[config.mk]
export PLATFORM = sky130hd
export DESIGN_NAME = board_reset_sequencer
export DESIGN_NICKNAME = d
export VERILOG_FILES = /design/src/rtl/board_reset_pkg.sv /design/src/rtl/reset_debounce.sv /design/src/rtl/board_reset_sequencer.sv
export SDC_FILE = /design/constraint.sdc
export NUM_CORES = 1
export LEC_CHECK = 0
export ABC_AREA = 1
export CAP_MARGIN = 20
export CORE_UTILIZATION = 55
export DETAILED_ROUTE_END_ITERATION = 12
export GPL_TIMING_DRIVEN = 0
export PLACE_DENSITY = 0.73
export SYNTH_ARGS = -nofsm -noshare
export SYNTH_HDL_FRONTEND = slang
export SYNTH_SLANG_ARGS = --single-unit
[constraint.sdc]
create_clock -name io_clock -period 3.34 [get_ports io_clock]
set_clock_uncertainty 0.1 [all_clocks]
set_input_delay 0.668 -clock io_clock [delete_from_list [all_inputs] [get_ports io_clock]]
set_output_delay 0.668 -clock io_clock [all_outputs]
set_load 0.05 [all_outputs]
[src/rtl/board_reset_pkg.sv]
// Shared types for the board reset sequencer: sequence states, reset-cause codes
// and the constant helpers used to size its counters.
package board_reset_pkg;

  typedef enum logic [1:0] {
    FLASH_RST  = 2'd0,
    FLASH_WAIT = 2'd1,
    SOC_HOLD   = 2'd2,
    RUN        = 2'd3
  } state_t;

  typedef logic [1:0] cause_t;

  localparam cause_t CAUSE_POR    = 2'b00;
  localparam cause_t CAUSE_BUTTON = 2'b01;
  localparam cause_t CAUSE_SW     = 2'b10;
  localparam cause_t CAUSE_WDOG   = 2'b11;

  function automatic int max3(input int a, input int b, input int c);
    int m;
    m = (a > b) ? a : b;
    return (m > c) ? m : c;
  endfunction

  // Counter width able to hold 0 .. n-1, never narrower than one bit.
  function automatic int cnt_width(input int n);
    return (n > 1) ? $clog2(n) : 1;
  endfunction

endpackage

[src/rtl/reset_debounce.sv]
// Reset button conditioning: 2-FF synchroniser followed by a debounce counter.
// Emits the accepted (pressed) level and a one-cycle pulse on each accepted press.
module reset_debounce
  import board_reset_pkg::*;
#(
  parameter int DEBOUNCE_CYCLES = 1000000
) (
  input  logic io_clock,
  input  logic io_reset_n,
  input  logic io_button_n,
  output logic pressed,
  output logic press_pulse
);

  localparam int               CNT_W    = cnt_width(DEBOUNCE_CYCLES);
  localparam logic [CNT_W-1:0] CNT_LOAD = CNT_W'(DEBOUNCE_CYCLES - 1);

  logic             sync_q1;
  logic             sync_q2;
  logic             sample_pressed;
  logic [CNT_W-1:0] cnt;

  assign sample_pressed = ~sync_q2;

  // cnt counts down the samples still needed that disagree with the accepted level.
  always_ff @(posedge io_clock or negedge io_reset_n) begin
    if (!io_reset_n) begin
      sync_q1     <= 1'b1;
      sync_q2     <= 1'b1;
      pressed     <= 1'b0;
      press_pulse <= 1'b0;
      cnt         <= CNT_LOAD;
    end else begin
      sync_q1     <= io_button_n;
      sync_q2     <= sync_q1;
      press_pulse <= 1'b0;
      if (sample_pressed == pressed) begin
        cnt <= CNT_LOAD;
      end else if (cnt == '0) begin
        pressed     <= sample_pressed;
        press_pulse <= sample_pressed;
        cnt         <= CNT_LOAD;
      end else begin
        cnt <= cnt - 1'b1;
      end
    end
  end

endmodule

[src/rtl/board_reset_sequencer.sv]
// Board reset source: orders flash reset, flash recovery and SoC hold after any reset cause.
// Optional watchdog (io_wdKick port, watchdog counter) is built when BOARD_RESET_WATCHDOG_EN is defined.
//
// state      | meaning
// FLASH_RST  | io_flashRst_n low, SoC held in reset
// FLASH_WAIT | flash released, waiting for it to recover
// SOC_HOLD   | final SoC hold; stretched while the button stays pressed
// RUN        | SoC released, triggers accepted
module board_reset_sequencer
  import board_reset_pkg::*;
#(
  parameter int DEBOUNCE_CYCLES       = 1000000,
  parameter int FLASH_RST_CYCLES      = 100,
  parameter int FLASH_RECOVERY_CYCLES = 3000,
  parameter int SOC_HOLD_CYCLES       = 16
`ifdef BOARD_RESET_WATCHDOG_EN
  ,
  parameter int WATCHDOG_CYCLES       = 134217728
`endif
) (
  input  logic       io_clock,
  input  logic       io_reset_n,
  input  logic       io_button_n,
  input  logic       io_swResetReq,
`ifdef BOARD_RESET_WATCHDOG_EN
  input  logic       io_wdKick,
`endif
  output logic       io_socReset,
  output logic       io_flashRst_n,
  output logic       io_ready,
  output logic [1:0] io_resetCause
);

  localparam int SEQ_W = cnt_width(max3(FLASH_RST_CYCLES, FLASH_RECOVERY_CYCLES, SOC_HOLD_CYCLES));

  localparam logic [SEQ_W-1:0] TC_FLASH_RST  = SEQ_W'(FLASH_RST_CYCLES - 1);
  localparam logic [SEQ_W-1:0] TC_FLASH_WAIT = SEQ_W'(FLASH_RECOVERY_CYCLES - 1);
  localparam logic [SEQ_W-1:0] TC_SOC_HOLD   = SEQ_W'(SOC_HOLD_CYCLES - 1);

  state_t           state;
  state_t           state_nxt;
  logic [SEQ_W-1:0] seq_cnt;
  logic [SEQ_W-1:0] seq_cnt_nxt;
  logic [SEQ_W-1:0] seq_tc;
  logic             seq_done;
  cause_t           cause_nxt;
  logic             btn_pressed;
  logic             btn_press;
  logic             wd_trig;

  reset_debounce #(
    .DEBOUNCE_CYCLES(DEBOUNCE_CYCLES)
  ) u_debounce (
    .io_clock   (io_clock),
    .io_reset_n (io_reset_n),
    .io_button_n(io_button_n),
    .pressed    (btn_pressed),
    .press_pulse(btn_press)
  );

`ifdef BOARD_RESET_WATCHDOG_EN
  localparam int              WD_W  = cnt_width(WATCHDOG_CYCLES);
  localparam logic [WD_W-1:0] WD_TC = WD_W'(WATCHDOG_CYCLES - 1);

  logic [WD_W-1:0] wd_cnt;

  assign wd_trig = (state == RUN) && (wd_cnt == WD_TC) && !io_wdKick;

  always_ff @(posedge io_clock or negedge io_reset_n) begin
    if (!io_reset_n) begin
      wd_cnt <= '0;
    end else if (state_nxt != RUN || io_wdKick) begin
      wd_cnt <= '0;
    end else if (state == RUN) begin
      wd_cnt <= wd_cnt + 1'b1;
    end
  end
`else
  assign wd_trig = 1'b0;
`endif

  // Elapsed-cycle counter shared by the timed states; restarts on every state change.
  always_comb begin
    seq_tc = '0;
    case (state)
      FLASH_RST:  seq_tc = TC_FLASH_RST;
      FLASH_WAIT: seq_tc = TC_FLASH_WAIT;
      SOC_HOLD:   seq_tc = TC_SOC_HOLD;
      default:    seq_tc = '0;
    endcase
  end

  assign seq_done = (seq_cnt == seq_tc);

  always_comb begin
    state_nxt = state;
    cause_nxt = io_resetCause;
    case (state)
      FLASH_RST:  if (seq_done) state_nxt = FLASH_WAIT;
      FLASH_WAIT: if (seq_done) state_nxt = SOC_HOLD;
      SOC_HOLD:   if (seq_done && !btn_pressed) state_nxt = RUN;
      RUN: begin
        if (btn_press) begin
          state_nxt = FLASH_RST;
          cause_nxt = CAUSE_BUTTON;
        end else if (wd_trig) begin
          state_nxt = FLASH_RST;
          cause_nxt = CAUSE_WDOG;
        end else if (io_swResetReq) begin
          state_nxt = FLASH_RST;
          cause_nxt = CAUSE_SW;
        end
      end
      default: state_nxt = FLASH_RST;
    endcase

    if (state_nxt != state) begin
      seq_cnt_nxt = '0;
    end else if (seq_done) begin
      seq_cnt_nxt = seq_cnt;
    end else begin
      seq_cnt_nxt = seq_cnt + 1'b1;
    end
  end

  // Outputs are registered from the next state so they change on the same edge as the state.
  always_ff @(posedge io_clock or negedge io_reset_n) begin
    if (!io_reset_n) begin
      state         <= FLASH_RST;
      seq_cnt       <= '0;
      io_socReset   <= 1'b1;
      io_flashRst_n <= 1'b0;
      io_ready      <= 1'b0;
      io_resetCause <= CAUSE_POR;
    end else begin
      state         <= state_nxt;
      seq_cnt       <= seq_cnt_nxt;
      io_socReset   <= (state_nxt != RUN);
      io_flashRst_n <= (state_nxt != FLASH_RST);
      io_ready      <= (state_nxt == RUN);
      io_resetCause <= cause_nxt;
    end
  end

endmodule

==> impl_metrics.yaml, run 1 <==
clock_tree:
  hold_buffers: 0
  post-cts-setup-buffers: 0
  cts_root_buf: "clkbuf_8"
  insertion_delay_ns: 0.29
  path_clk_slew_ns: 0.08
  cts.sinks: 43
  cts_tree: "done"
  numCtsBuffers: 5
  clk_path_buf_depth: 2
  cts_resized: 0
  htreeDepth: 2
final_layout:
  drive_gt1_frac: 0.181
  fillers: 369
  synthToLayoutAreaGrowth_pct: 10.6
  antennaDiodeCount: 0
  multi_input_area_um2: 1110
  final_core_util: 0.643
  final-seq-area_um2: 1090
  fin_nets: 322
  fin_cells: 360
timing:
  fin_crit_ns: 2.48
  setup_viol: 0
  drv_slew: 0
  slew_headroom: 0.669
  clock.fmax_mhz: 403
  period_share: 0.743
  setup_ws_ns: 0.859
  worst_pin_slew_ns: 0.495
  final.setup.tns_ns: 0
  finalHoldViolCount: 0
  rsz0062_at_grt: "false"
floorplan:
  start_util: 0.581
  fp.dieH_um: 67.5
  num_rows: 23
  fp.dieArea_um2: 4550
  core_um2: 4060
  num_io_pins: 9
  fp.dieW_um: 67.5
run:
  maxCapViolCount: 0
critical_path:
  rr_worst_depth: 18
  crit_path_start_kind: "flip-flop"
  crit-reg2reg-launch: "state[0]$_DFF_PN0_"
  crit_top_cell: "nand2_1"
  arrival_ns: 2.61
  cp_data_required_time_ns: 3.47
  max_stage_delay_ns: 0.47
  end_kind: "flip-flop"
  crit_slowest_cell: "dfrtp_1"
  critPathKind: "flip-flop to flip-flop"
  ff2ff_setup_slack_ns: 0.86
  worstPathMaxFanout: 10
  r2r_end: "seq_cnt[11]$_DFFE_PN0P_"
  cp_cell_sequence: "inv_1, ha_1, inv_2, nand2_2, nand2_1, nand2_1, nand2_1, nor2_2, nand2_2, buf_6, nand2_1, nand2_1, nand2_1, nand2_1, nand3_2, nand3_2, buf_6, nor2_2"
grt:
  grt_use_met2: 0.366
  grt_pass1_wl_mm: 7.00
  grt_max_degree: 29
  grtUsageTotal: 0.208
  antenna_found_initial: 0
  grt_pass1_vias: 1716
  grt_busiest_layer: "met2"
  grt_overflow: 0
  grt_util_met3: 0.0507
  use_met1: 0.242
synthesis:
  synthCells: 293
  yosysUniqueCellTypes: 26
  synth_seq_cells: 43
  syn_area_um2: 2360
  syn_avg_cell_area_um2: 8.05
  yosysTopAreaCell: "dfrtp_1"
  synthTopCellsByArea: "dfrtp_1 (30%), dfstp_2 (17%), nand2_1 (12%), nor2_1 (6.2%), xor2_1 (4.8%)"
  synth.top_cell.area_share: 0.297
  synth-edff-count: 0
  async_flop_share: 1.00
  synth_warnings: 0
  synth_most_common_cell: "nand2_1"
  synth-seq-area-share: 0.464
  synth_fp_nets: 306
  yosys-top-cells-count: "nand2_1 (76), nor2_1 (39), inv_1 (30)"
  dominantRegCellSynth: "dfrtp_1"
power:
  p_leak_nw: 1.25
  ir_worst_vdd_uv: 294
  power.density_nw_per_um2: 342
outcome:
  outcome: "complete, no violations"
routing:
  via_per_inst: 4.96
  drt_iter0_drc: 73
  drt_pass1_iterations: 4
  post-route-drc-count: 0
  vias: 1786
  wl_per_cell_um: 11.1
  routed_wl_mm: 4.01
  ant_nets: 0
placed_design:
  io_buffers: 8
  hpwl_mm: 3.04
  place_ws_ns: 0.857
  routabilityCongestion: 0.870
  dp.cells: 352
worst_hold_path:
  worst_hold_path_type: "input pin to async pin"
[critical path: cells and delay by family (launching register included)]
kind	cells	cell delay, ns
simple gates	13	0.96
fa+ha+maj	1	0.30
flops	1	0.47
buf+inv	4	0.57
[how the worst max path moves through the flow]
stage / from / endpoint / slack, ns / cells past startpoint
floorplan: state[1]$_DFF_PN0_ / seq_cnt[4]$_DFFE_PN0P_ / 1.17 / 18
global placement: io_reset_n / seq_cnt[7]$_DFFE_PN0P_ / 0.42 / 1
finish: state[0]$_DFF_PN0_ / seq_cnt[11]$_DFFE_PN0P_ / 0.86 / 18
CTS: state[1]$_DFF_PN0_ / seq_cnt[3]$_DFFE_PN0P_ / 0.84 / 18
detailed placement: state[0]$_DFF_PN0_ / seq_cnt[11]$_DFFE_PN0P_ / 0.86 / 18
global route: state[0]$_DFF_PN0_ / seq_cnt[2]$_DFFE_PN0P_ / 0.63 / 17
[state kept, by name (all words and copies together), names as in the netlist]
signal,count
u_debounce.sync_q1,1
u_debounce.press_pulse,1
io_ready,1
u_debounce.pressed,1
seq_cnt,12
io_resetCause,2
io_flashRst_n,1
u_debounce.cnt,20
io_socReset,1
state,2
u_debounce.sync_q2,1
[cell families (layout without fill, tap and decap cells)]
family | count (synthesis) | after routing | share of synthesized area
fa+ha+maj | 9 | 9 | 0.0477
flops | 43 | 43 | 0.464
xor+xnor | 17 | 17 | 0.0631
simple gates | 170 | 170 | 0.320
buf+inv | 36 | 53 | 0.0642
compound gates | 18 | 18 | 0.0403
[layout by cell type, fill, tap and decap left out, drive strengths merged]
cell,count
nor4,2
buf,5
dfrtp,28
dfstp,15
nand2,82
inv,33
a31oi,1
xor2,13
clkinv,1
o22ai,1
nor3,6
ha,9
xnor2,4
a21oi,3
nand4,2
clkbuf,7
nor2,52
o21a,1
clkdlybuf4s50,7
o21ai,12
nand3,22
or2,4
[routing by layer]
layer,up-vias,share of wire
li1,941,-
met1,826,0.46
met2,14,0.50
met3,5,0.022
met4,0,0.013
met5,-,0
[stage by stage]
stage               power (W)  cell area, um^2  hold slack, ns
CTS                  0.000913             2610           0.180
global placement     0.000567             2500           0.248
detailed placement   0.000570             2520           0.248
finish               0.000893             2610           0.186
floorplan            0.000550             2360           0.245
global route         0.000936             2610           0.204
[power breakdown]
group | switching [W] | internal (W) | total [W] | leakage (nW)
registers | 0.00000280 | 0.000528 | 0.000531 | 0.529
clock network | 0.000167 | 0.000167 | 0.000333 | 0.0482
logic | 0.0000191 | 0.00000933 | 0.0000284 | 0.671
[final cells by class]
type | instances | share of cell area
Inverter | 33 | 0.0475
Buffer | 3 | 0.0106
Clock inverter | 1 | 0.00192
Timing Repair Buffer | 9 | 0.0365
Clock buffer | 7 | 0.0331
Tap cell | 50 | 0.0240
Sequential cell | 43 | 0.420
Multi-Input combinational cell | 214 | 0.427
No activity file was read; power rests on OpenSTA's default activity.
==> run 2, diff against run 1 <==
==> constraint.sdc (replaced) <==
create_clock -name io_clock -period 2.55 [get_ports io_clock]
set_clock_uncertainty 0.1 [all_clocks]
set_input_delay 0.51 -clock io_clock [delete_from_list [all_inputs] [get_ports io_clock]]
set_output_delay 0.51 -clock io_clock [all_outputs]
set_load 0.05 [all_outputs]
==> run 2 against run 1 <==
First-iteration DRC count up 8.2%; die area unchanged; global-route usage unchanged; core utilization up 0.18 points; critical path depth unchanged; final area up 0.29%; final cell count unchanged; sequential power up 31%; largest power group unchanged.
==> impl_metrics.yaml, run 2 (synthesis gave the netlist of run 1 again) <==
run:
  maxCapViolCount: 0
routing:
  vias: 1794
  routed_wl_mm: 4.11
  ant_nets: 0
  drt_pass1_iterations: 4
  drt_iter0_drc: 79
  via_per_inst: 4.98
  wl_per_cell_um: 11.4
  post-route-drc-count: 0
critical_path:
  cp_data_required_time_ns: 2.68
  cp_cell_sequence: "inv_2, ha_2, inv_2, nand2_2, nand2_1, nand2_1, nand2_1, nor2_2, nand2_2, buf_6, nand2_1, nand2_1, nand2_1, nand2_1, nand3_2, nand3_2, buf_6, nor2_2"
  max_stage_delay_ns: 0.47
  crit_slowest_cell: "dfrtp_2"
  worstPathMaxFanout: 10
  r2r_end: "seq_cnt[11]$_DFFE_PN0P_"
  rr_worst_depth: 18
  ff2ff_setup_slack_ns: 0.17
  crit_path_start_kind: "flip-flop"
  critPathKind: "flip-flop to flip-flop"
  crit_top_cell: "nand2_1"
  crit-reg2reg-launch: "state[0]$_DFF_PN0_"
  critPathLaunch: "state[0]$_DFF_PN0_"
  crit_end: "seq_cnt[11]$_DFFE_PN0P_"
  end_kind: "flip-flop"
  arrival_ns: 2.51
grt:
  grt_util_met3: 0.0507
  grtUsageTotal: 0.208
  grt_max_degree: 29
  antenna_found_initial: 0
  grt_use_met2: 0.366
  grt_pass1_wl_mm: 7.00
  grt_pass1_vias: 1716
  use_met1: 0.242
  grt_busiest_layer: "met2"
  grt_overflow: 0
power:
  p_leak_nw: 1.24
  clkPwrFrac: 0.375
  power.density_nw_per_um2: 448
  combPwrFrac: 0.032
  p_int_w: 0.000923
  p_sw_frac: 0.213
  sequentialPowerShare: 0.594
  p_switching_w: 0.000249
  ir_worst_vdd_uv: 385
floorplan:
  fp.dieArea_um2: 4550
  core_um2: 4060
  num_rows: 23
  num_io_pins: 9
  fp.dieW_um: 67.5
  fp.dieH_um: 67.5
  start_util: 0.581
final_layout:
  largest_reg_flops: 20
  fin_cells: 360
  final_core_util: 0.644
  final_common_cell: "nand2_1"
  antennaDiodeCount: 0
  final_cell_mix: "nand2_1 (76), nor2_1 (39), inv_1 (28)"
  top_register: "u_debounce.cnt"
  fin_nets: 322
  reg_top3: "u_debounce.cnt x20, seq_cnt x12"
  drive_gt1_frac: 0.200
  design_area_um2: 2620
  fillers: 372
  synthToLayoutAreaGrowth_pct: 10.9
timing:
  final.setup.tns_ns: 0
  finalHoldViolCount: 0
  period_share: 0.934
  setup_viol: 0
  worst_pin_slew_ns: 0.493
  slew_headroom: 0.670
  hold_ws_ns: 0.0284
  fin_crit_ns: 2.38
  clock.fmax_mhz: 420
  drv_slew: 0
placed_design:
  dp.cells: 352
  place_area_um2: 2520
  hpwl_mm: 3.04
  routabilityCongestion: 0.870
  io_buffers: 8
outcome:
  outcome: "complete, no violations"
clock_tree:
  insertion_delay_ns: 0.29
  cts.sinks: 43
  hold_buffers: 0
  cts_tree: "done"
  htreeDepth: 2
  numCtsBuffers: 5
  cts_root_buf: "clkbuf_8"
  path_clk_slew_ns: 0.08
  clk_path_buf_depth: 2
worst_hold_path:
  worst_hold_path_type: "input pin to async pin"
-- run 2: cell count changes in the layout (fill, tap and decap cells not counted) --
cell / delta
dfrtp_1: -2
dfrtp_2: +2
ha_1: -2
ha_2: +2
inv_1: -2
inv_2: +2
-- run 2: power groups by stage --
stage | Combinational, W | Sequential, W | Clock, W
4_1_cts | 0.0000387 | 0.000696 | 0.000462
3_3_place_gp | 0.0000348 | 0.000708 | 0
5_1_grt | 0.0000437 | 0.000697 | 0.000487
3_5_place_dp | 0.0000385 | 0.000708 | 0
2_1_floorplan | 0.0000138 | 0.000707 | 0
6_report | 0.0000373 | 0.000696 | 0.000439
-- run 2: worst max-delay path: cells and delay by family (launching register included) --
family / cells / cell delay (ns)
DFF: 1 / 0.47
buffers and inverters: 4 / 0.49
and+or+nand+nor: 13 / 0.99
adders and majority gates: 1 / 0.25
-- run 2: cell type report --
class,count,area (um^2),share of cell area
Tap cell,50,62.6,0.0239
Clock buffer,7,86.3,0.0330
Multi-Input combinational cell,214,1120,0.427
Clock inverter,1,5.00,0.00191
Timing Repair Buffer,9,95.1,0.0364
Inverter,33,124,0.0474
Buffer,3,27.5,0.0105
Sequential cell,43,1100,0.420
-- run 2: timing repair --
action,in CTS,in global routing
endpoints found under the setup margin,0,12
buffers inserted,0,0
gates resized for setup,0,6
-- run 2: worst min path at each step --
stage / start / endpoint / slack, ns / cells after the start
6_report: io_reset_n / u_debounce.cnt[8]$_DFF_PN0_ / 0.03 / 1
3_3_place_gp: u_debounce.sync_q1$_DFF_PN1_ / u_debounce.sync_q2$_DFF_PN1_ / 0.25 / 0
2_1_floorplan: io_reset_n / io_flashRst_n$_DFF_PN0_ / 0.11 / 0
4_1_cts: io_reset_n / u_debounce.cnt[7]$_DFF_PN0_ / 0.02 / 1
5_1_grt: io_reset_n / u_debounce.cnt[10]$_DFF_PN0_ / 0.05 / 1
3_5_place_dp: u_debounce.sync_q1$_DFF_PN1_ / u_debounce.sync_q2$_DFF_PN1_ / 0.25 / 0
-- run 2: per-layer routing --
layer  vias to the layer above  part of all wire
met5                         -                 0
met4                         0             0.012
met3                         5             0.020
met2                        11              0.51
met1                       835              0.45
li1                        943                 -
-- run 2: through the flow --
stage / power [W] / worst slack, ns
3_5_place_dp: 0.000747 / 0.0666
2_1_floorplan: 0.000721 / 0.385
5_1_grt: 0.00123 / -0.00146
6_report: 0.00117 / 0.168
4_1_cts: 0.00120 / 0.0540
3_3_place_gp: 0.000743 / -0.215
==> run 3, diff against run 2 <==
--- a/config.mk
+++ b/config.mk
@@ -11,6 +11,7 @@
 export DETAILED_ROUTE_END_ITERATION = 12
 export GPL_TIMING_DRIVEN = 0
 export PLACE_DENSITY = 0.73
+export RECOVER_POWER = 25
 export SYNTH_ARGS = -nofsm -noshare
 export SYNTH_HDL_FRONTEND = slang
 export SYNTH_SLANG_ARGS = --single-unit
==> run 3 against run 2 <==
Sequential share of layout area is 0.14 points higher; power is 0.19% lower; largest cell class unchanged; sequential power hardly changed; via count stayed put; critical endpoint unchanged.
==> impl_metrics.yaml, run 3 (synthesis gave the netlist of run 1 again) <==
power:
  sequentialPowerShare: 0.595
  p_leak_nw: 1.24
  combPwrFrac: 0.030
  ir_worst_vdd_uv: 385
  p_sw_frac: 0.213
  p_switching_w: 0.000249
  p_int_w: 0.000921
  power.density_nw_per_um2: 449
  clkPwrFrac: 0.375
clock_tree:
  cts_tree: "done"
  path_clk_slew_ns: 0.08
  numCtsBuffers: 5
  cts.sinks: 43
  insertion_delay_ns: 0.29
  hold_buffers: 0
  cts_resized: 0
  post-cts-setup-buffers: 0
  htreeDepth: 2
  clk_path_buf_depth: 2
  cts_root_buf: "clkbuf_8"
routing:
  routed_wl_mm: 4.12
  via_per_inst: 4.98
  drt_iter0_drc: 78
  post-route-drc-count: 0
  ant_nets: 0
  drt_pass1_iterations: 4
  wl_per_cell_um: 11.4
  vias: 1794
critical_path:
  crit_path_start_kind: "flip-flop"
  critPathKind: "flip-flop to flip-flop"
  end_kind: "flip-flop"
  worstPathMaxFanout: 10
  arrival_ns: 2.51
  cp_data_required_time_ns: 2.68
  ff2ff_setup_slack_ns: 0.17
worst_hold_path:
  worst_hold_path_type: "input pin to async pin"
final_layout:
  fin_cells: 360
  drive_gt1_frac: 0.194
  fin_nets: 322
  largest_reg_flops: 20
  final_cell_mix: "nand2_1 (76), nor2_1 (39), inv_1 (28)"
  reg_top3: "u_debounce.cnt x20, seq_cnt x12"
  final_common_cell: "nand2_1"
  synthToLayoutAreaGrowth_pct: 10.5
  antennaDiodeCount: 0
  fillers: 375
  top_register: "u_debounce.cnt"
grt:
  grt_pass1_wl_mm: 7.00
  grt_pass1_vias: 1716
  grtUsageTotal: 0.208
  antenna_found_initial: 0
  grt_overflow: 0
  grt_max_degree: 29
timing:
  slew_headroom: 0.162
  fin_crit_ns: 2.38
  setup_viol: 0
  hold_ws_ns: 0.176
  worst_pin_slew_ns: 1.26
  drv_slew: 0
  finalHoldViolCount: 0
  period_share: 0.934
  clock.fmax_mhz: 420
  final.setup.tns_ns: 0
floorplan:
  num_rows: 23
  fp.dieW_um: 67.5
  fp.dieH_um: 67.5
  fp.dieArea_um2: 4550
  start_util: 0.581
  core_um2: 4060
  num_io_pins: 9
placed_design:
  dp.cells: 352
  io_buffers: 8
  routabilityCongestion: 0.870
  hpwl_mm: 3.04
run:
  maxCapViolCount: 0
outcome:
  outcome: "complete, no violations"
-- run 3: power by group through the flow --
stage / Combinational [W] / Sequential (W) / Clock [W]
after global placement: 0.0000348 / 0.000708 / 0
after detailed placement: 0.0000385 / 0.000708 / 0
after CTS: 0.0000387 / 0.000696 / 0.000462
after global routing: 0.0000411 / 0.000697 / 0.000487
after floorplan: 0.0000138 / 0.000707 / 0
final: 0.0000347 / 0.000696 / 0.000439
-- run 3: final cells by class --
class | count | area (um^2) | share of cell area
plain buffers | 3 | 27.5 | 0.0106
clock buffers | 7 | 86.3 | 0.0331
clock inverters | 1 | 5.00 | 0.00192
inverters | 33 | 124 | 0.0475
multi-input cells | 214 | 1120 | 0.429
flip-flops and latches | 43 | 1100 | 0.421
well taps | 50 | 62.6 | 0.0240
repair buffers | 9 | 86.3 | 0.0331
-- run 3: metal layers --
layer	global-route usage	wire [um]	vias up
met5	0	0	-
met4	0.0771	51	0
met3	0.0507	82	5
met2	0.366	2110	11
met1	0.242	1870	835
li1	-	-	943
-- run 3: final timing paths --
| kind | start | to | cells after the start |
|---|---|---|---|
| max in group asynchronous | io_reset_n | state[1]$_DFF_PN0_ | 2 |
| max reg2reg | state[0]$_DFF_PN0_ | seq_cnt[11]$_DFFE_PN0P_ | 18 |
| min in group io_clock | u_debounce.sync_q1$_DFF_PN1_ | u_debounce.sync_q2$_DFF_PN1_ | 0 |
| max | state[0]$_DFF_PN0_ | seq_cnt[11]$_DFFE_PN0P_ | 18 |
| min reg2reg | u_debounce.sync_q1$_DFF_PN1_ | u_debounce.sync_q2$_DFF_PN1_ | 0 |
| min | io_reset_n | u_debounce.cnt[8]$_DFF_PN0_ | 1 |
-- run 3: stage by stage --
step	setup WS (ns)	instance area, um^2	util	power [W]
after floorplan	0.385	2360	-	0.000721
after global placement	-0.215	2500	0.616	0.000743
after detailed placement	0.0666	2520	0.620	0.000747
after CTS	0.0540	2610	0.643	0.00120
after global routing	-0.00146	2610	0.642	0.00122
final	0.168	2610	0.642	0.00117
-- run 3: critical path, cell delays in order (launching register included) --
cell and delay [ns]:
dfrtp_2 0.47, inv_2 0.13, ha_2 0.25, inv_2 0.05
nand2_2 0.08, nand2_1 0.05, nand2_1 0.05, nand2_1 0.05
nor2_2 0.14, nand2_2 0.08, buf_6 0.14, nand2_1 0.07
nand2_1 0.05, nand2_1 0.07, nand2_1 0.08, nand3_2 0.08
nand3_2 0.11, buf_6 0.17, nor2_2 0.08
